$ cat config.mk
export PLATFORM = sky130hd
export DESIGN_NAME = plugboard_config_ctrl
export DESIGN_NICKNAME = d
export VERILOG_FILES = /design/src/rtl/plugboard_pkg.sv /design/src/rtl/letter_onehot_enc.sv /design/src/rtl/plugboard_config_ctrl.sv
export SDC_FILE = /design/constraint.sdc
export NUM_CORES = 1
export LEC_CHECK = 0
export CAP_MARGIN = 20
export CORE_ASPECT_RATIO = 1.1
export CORE_MARGIN = 2
export CORE_UTILIZATION = 40
export CTS_BUF_LIST = sky130_fd_sc_hd__clkbuf_8
export DETAILED_ROUTE_END_ITERATION = 8
export HOLD_SLACK_MARGIN = 0.08
export PLACE_DENSITY = 0.57
export SYNTH_ARGS = -nofsm -noshare
export SYNTH_HDL_FRONTEND = slang
export SYNTH_SLANG_ARGS = --single-unit
export TNS_END_PERCENT = 100
$ cat constraint.sdc
create_clock -name CLOCK_50 -period 4.8 [get_ports CLOCK_50]
set_clock_uncertainty 0.15 [all_clocks]
set_input_delay 0.48 -clock CLOCK_50 [delete_from_list [all_inputs] [get_ports CLOCK_50]]
set_output_delay 0.48 -clock CLOCK_50 [all_outputs]
set_load 0.01 [all_outputs]
$ cat src/rtl/plugboard_pkg.sv
// Shared types, constants and letter-encoding helpers for the plugboard swap table.
package plugboard_pkg;

    localparam int unsigned N_LETTERS = 26;
    localparam int unsigned IDX_W     = 5;

    typedef enum logic [1:0] {
        S_RUN    = 2'd0,
        S_FIRST  = 2'd1,
        S_SECOND = 2'd2,
        S_CLEAR  = 2'd3
    } state_e;

    localparam logic [1:0] ERR_FULL   = 2'd1;
    localparam logic [1:0] ERR_BUSY   = 2'd2;
    localparam logic [1:0] ERR_BADKEY = 2'd3;

    // Exactly one bit set: non-zero and clearing the lowest set bit leaves nothing.
    function automatic logic onehot_valid(input logic [N_LETTERS-1:0] oh);
        logic [N_LETTERS-1:0] low_cleared;
        low_cleared = oh & (oh - {{(N_LETTERS-1){1'b0}}, 1'b1});
        return (oh != '0) && (low_cleared == '0);
    endfunction

    function automatic logic [IDX_W-1:0] onehot_to_idx(input logic [N_LETTERS-1:0] oh);
        logic [IDX_W-1:0] idx;
        idx = '0;
        for (int i = 0; i < N_LETTERS; i++) begin
            if (oh[i]) begin
                idx = idx | IDX_W'(i);
            end
        end
        return idx;
    endfunction

    function automatic logic [N_LETTERS-1:0] idx_to_onehot(input logic [IDX_W-1:0] idx);
        logic [N_LETTERS-1:0] oh;
        oh = '0;
        for (int i = 0; i < N_LETTERS; i++) begin
            if (idx == IDX_W'(i)) begin
                oh[i] = 1'b1;
            end
        end
        return oh;
    endfunction

endpackage

$ cat src/rtl/letter_onehot_enc.sv
// One-hot letter to 5-bit index; valid only when exactly one bit is set.
module letter_onehot_enc
    import plugboard_pkg::*;
(
    input  logic [N_LETTERS-1:0] letter,
    output logic [IDX_W-1:0]     idx,
    output logic                 valid
);

    assign idx   = onehot_to_idx(letter);
    assign valid = onehot_valid(letter);

endmodule

$ cat src/rtl/plugboard_config_ctrl.sv
// Plugboard swap table: configuration FSM (pair/unplug/clear) and the run-mode
// one-cycle letter substitution path.
module plugboard_config_ctrl
    import plugboard_pkg::*;
#(
    parameter int unsigned MAX_PAIRS = 10
) (
    input  logic                 CLOCK_50,
    input  logic                 reset,
    input  logic                 cfg_mode,
    input  logic                 key_valid,
    input  logic [N_LETTERS-1:0] key_letter,
    input  logic                 clear_all,
    input  logic [N_LETTERS-1:0] data_in,
    input  logic                 data_in_valid,
    output logic [N_LETTERS-1:0] data_out,
    output logic                 data_out_valid,
    output logic [3:0]           pair_count,
    output logic [N_LETTERS-1:0] pending_letter,
    output logic [1:0]           fsm_state,
    output logic                 err,
    output logic [1:0]           err_code
);

    state_e           state_q;
    logic [IDX_W-1:0] map_q [N_LETTERS];
    logic [IDX_W-1:0] clr_idx_q;

    logic [IDX_W-1:0] key_idx;
    logic             key_ok;
    logic [IDX_W-1:0] din_idx;
    logic             din_ok;
    logic [IDX_W-1:0] key_partner;
    logic             key_plugged;
    logic [IDX_W-1:0] pending_idx;

    letter_onehot_enc u_key_enc (
        .letter (key_letter),
        .idx    (key_idx),
        .valid  (key_ok)
    );

    letter_onehot_enc u_din_enc (
        .letter (data_in),
        .idx    (din_idx),
        .valid  (din_ok)
    );

    assign key_partner = map_q[key_idx];
    assign key_plugged = (key_partner != key_idx);
    assign pending_idx = onehot_to_idx(pending_letter);
    assign fsm_state   = state_q;

    always_ff @(posedge CLOCK_50 or negedge reset) begin
        if (!reset) begin
            state_q        <= S_RUN;
            clr_idx_q      <= '0;
            pair_count     <= '0;
            pending_letter <= '0;
            data_out       <= '0;
            data_out_valid <= 1'b0;
            err            <= 1'b0;
            err_code       <= '0;
            for (int i = 0; i < N_LETTERS; i++) begin
                map_q[i] <= IDX_W'(i);
            end
        end else begin
            err            <= 1'b0;
            data_out_valid <= 1'b0;

            // data_out holds its last value whenever no letter is substituted.
            if (state_q == S_RUN && data_in_valid) begin
                data_out       <= din_ok ? idx_to_onehot(map_q[din_idx]) : '0;
                data_out_valid <= 1'b1;
            end

            // A clear already in progress ignores further clear_all strobes.
            if (clear_all && state_q != S_CLEAR) begin
                state_q   <= S_CLEAR;
                clr_idx_q <= '0;
            end else begin
                unique case (state_q)
                    S_RUN: begin
                        if (cfg_mode) begin
                            state_q <= S_FIRST;
                        end
                    end

                    S_FIRST: begin
                        if (!cfg_mode) begin
                            state_q        <= S_RUN;
                            pending_letter <= '0;
                        end else if (key_valid) begin
                            if (!key_ok) begin
                                err      <= 1'b1;
                                err_code <= ERR_BADKEY;
                            end else if (key_plugged) begin
                                map_q[key_idx]     <= key_idx;
                                map_q[key_partner] <= key_partner;
                                pair_count         <= pair_count - 4'd1;
                            end else if (pair_count == 4'(MAX_PAIRS)) begin
                                err      <= 1'b1;
                                err_code <= ERR_FULL;
                            end else begin
                                pending_letter <= key_letter;
                                state_q        <= S_SECOND;
                            end
                        end
                    end

                    S_SECOND: begin
                        if (!cfg_mode) begin
                            state_q        <= S_RUN;
                            pending_letter <= '0;
                        end else if (key_valid) begin
                            if (!key_ok) begin
                                err      <= 1'b1;
                                err_code <= ERR_BADKEY;
                            end else if (key_letter == pending_letter) begin
                                pending_letter <= '0;
                                state_q        <= S_FIRST;
                            end else if (key_plugged) begin
                                err      <= 1'b1;
                                err_code <= ERR_BUSY;
                            end else begin
                                map_q[pending_idx] <= key_idx;
                                map_q[key_idx]     <= pending_idx;
                                pair_count         <= pair_count + 4'd1;
                                pending_letter     <= '0;
                                state_q            <= S_FIRST;
                            end
                        end
                    end

                    S_CLEAR: begin
                        map_q[clr_idx_q] <= clr_idx_q;
                        clr_idx_q        <= clr_idx_q + 5'd1;
                        if (clr_idx_q == IDX_W'(N_LETTERS - 1)) begin
                            pair_count     <= '0;
                            pending_letter <= '0;
                            state_q        <= cfg_mode ? S_FIRST : S_RUN;
                        end
                    end

                    default: state_q <= S_RUN;
                endcase
            end
        end
    end

endmodule
==> results.yml <==
synth:
  synth_compound_area_frac: 0.2917
  post_synth_and_or_nand_nor_area_fraction: 0.2693
  synth_edf_count: 0
  synthFlopType: "dfrtp_1"
  ys_seq_area_frac: 0.2897
  synth_cells: 2312
  synth_area_per_cell_um2: 7.467
  ys_types: 87
  synth_adder_area_share: 0.01073
  netlist_area_um2: 17260
  synth_top_family_by_area: "compound AO/OA/AOI/OAI gates"
  ys_async_sr_fraction: 1.000
  synth_xor_area_frac: 0.01573
  synth_mux_area_frac: 0.07154
  syn_nets: 2381
  synth_seq_cells: 197
  yosysWarningCount: 0
final_layout:
  nets: 2680
  final_common_cell: "nor2_1"
  synthToLayoutAreaGrowth_pct: 24.73
  nFillCells: 4147
  postLayoutCellArea_um2: 21530
  layout_common_cells: "335 x nor2_1, 309 x buf_4, 301 x nand2_1"
  multi_input_comb_area_um2: 11420
  drive_gt1_frac: 0.1925
  regArea_um2: 5001
grt:
  grtUsageTotal: 0.4000
  grt_max_degree: 92
  grt_antenna_before_repair: 5
  grt_first_pass_wirelength_mm: 132.8
  overflow: 0
  grt_pass1_vias: 19840
place:
  place_ws_ns: -0.5110
  dpl.hpwl_mm: 68.44
  gp_congestion: 1.072
  placed_area_um2: 21120
  port_buffers: 119
sta:
  period_share: 0.9857
  rsz0062_at_grt: "false"
  period_minus_slack_ns: 4.731
  drv_slew: 0
  timing.final.ws_setup_ns: 0.06851
  hold_violations: 0
  setup_viol: 0
  fmax_ghz: 0.2114
  worst_pin_slew_ns: 1.020
  max_slew_margin: 0.3203
clocking:
  postCtsSetupBuffers: 0
  htree_levels: 4
  cts_inserted_buffers: 17
  clk_pin_slew_worst_paths_ns: 0.11
  ctsLongestPathBuffers: 2
  worstSkewPairLatency_ns: 0.61
  clock-sinks: 197
  cts_tree: "built"
  cts-root-buf: "clkbuf_8"
detailed_routing:
  via_count: 20840
  routedWlPerCell_um: 28.33
  wl_mm: 90.44
  antenna_left: 0
  dr.pass1.iters: 6
  drt_iter0_markers: 2652
  drc_errors: 0
  viasPerCell: 6.527
worst_setup_path:
  worstPathMaxFanout: 21
  critPathRequiredTime_ns: 5.12
  arrival_ns: 5.05
  reg2reg_depth: 11
  worst-r2r-setup-slack_ns: 0.84
  critical_path_class: "primary input to register"
  crit_path_end_kind: "register"
  cp-start-kind: "primary input"
power:
  leakage_nw: 8.477
  powerDensity_nw_per_um2: 461.1
  ir_drop_uv: 384.9
floorplan:
  ios: 120
  fp.dieArea_um2: 44840
  row_count: 79
  start_util: 0.4071
  die_y_um: 221.9
  die_w_um: 202.1
  coreArea_um2: 42400
run:
  cap_violations: 0
status:
  status: "finished clean"
hold_path:
  hp-class: "primary input to async pin"
worst max path at each step:
stage	from	endpoint	slack (ns)	depth (start not counted)
5_1_grt	key_letter[5]	register	0.002	18
2_1_floorplan	key_letter[5]	pending_letter[0]	0.29	17
6_report	key_letter[5]	register	0.07	18
3_3_place_gp	key_letter[14]	register	-0.60	19
3_5_place_dp	key_letter[14]	register	-0.51	19
4_1_cts	key_letter[14]	register	0.09	19
synthesized netlist by cell type, types with 10 or more instances:
master     number  area [um^2]
nor2_1        336         1261
nand2_1       301         1130
a21oi_1       184        920.9
o21ai_0       180        900.9
dfrtp_1       140         3503
clkbuf_1      112        420.4
a211oi_1       92        690.7
nand3_1        72        360.4
dfstp_2        57         1498
mux2i_1        54        540.5
nor3_1         44        220.2
and3_1         43        269.0
o2bb2ai_1      42        367.9
nand4_1        36        225.2
o211ai_1       36        270.3
nor4_1         35        219.0
o21a_1         35        262.8
inv_1          29        108.9
mux2_2         29        326.6
o22ai_1        25        156.4
buf_2          23        115.1
nand2b_1       23        143.9
a22o_1         21        183.9
mux2_4         20        300.3
and2_1         19        118.9
or3_1          19        118.9
a31oi_1        18        112.6
xor2_1         18        157.7
a22oi_1        14        105.1
buf_1          14        52.55
nor2b_1        14        87.58
o31ai_1        13        97.59
xnor2_1        13        113.9
a21o_1         10        75.07
buf_4          10        75.07
ha_1           10        125.1
or4_1          10        75.07
kinds of logic (layout without fill, tap and decap cells):
logic type,Yosys count,after routing
compound gates,768,768
xor+xnor,31,31
fa+ha+maj,15,15
buf+inv,198,510
flops,197,197
mux,109,109
other cells,0,1
simple gates,994,994
through the flow:
step | setup TNS (ns) | utilization | power [mW] | instances | hold slack (ns)
floorplan | 0 | - | 5.893 | 2312 | 0.03441
global placement | -47.60 | 0.4979 | 8.444 | 3157 | 0.3127
detailed placement | -44.80 | 0.4979 | 8.506 | 3157 | 0.3246
CTS | 0 | 0.5075 | 9.716 | 3190 | 0.2691
global route | 0 | 0.5077 | 10.35 | 3191 | 0.3283
finish | 0 | 0.5078 | 9.928 | 3192 | 0.2901
where the power goes:
part	total (mW)	internal [mW]	switching [mW]
sequential	2.89	2.20	0.691
clock	1.18	0.466	0.712
combinational	5.86	2.27	3.60
layer usage:
metal  vias up  GRT usage  wire length (um)
met5         -          0                39
met4         6     0.2685              6711
met3       372    0.09935              9043
met2      1275     0.5906             38450
met1     10030     0.5149             36200
li1       9148          -                 -
critical path, stage by stage:
cell and delay, ns:
clkdlybuf4s50_1 0.41, buf_4 0.18, nor4_4 0.35, and4_4 0.32
buf_12 0.19, buf_4 0.21, mux2i_1 0.27, o32ai_1 0.14
buf_4 0.15, a2111oi_0 0.53, buf_4 0.23, nand2_1 0.13
nor3b_1 0.54, buf_4 0.23, a211oi_1 0.09, nor3_1 0.31
buf_4 0.18, o22ai_1 0.08
layout make-up:
class | count | area share
sequential | 197 | 0.2323
clock buffer | 17 | 0.01087
antenna | 1 | 0.0001162
multi-input combinational | 1917 | 0.5305
inverter | 30 | 0.005230
clock inverter | 15 | 0.007380
tap | 567 | 0.03295
timing repair buffer | 448 | 0.1807
repair_timing:
action                                  CTS  global route
endpoints found under the setup margin    0            19
resized for setup                         0             1
hold buffers                              1             0
endpoints found under the hold margin    59             0
No activity file was read; power rests on OpenSTA's default activity.
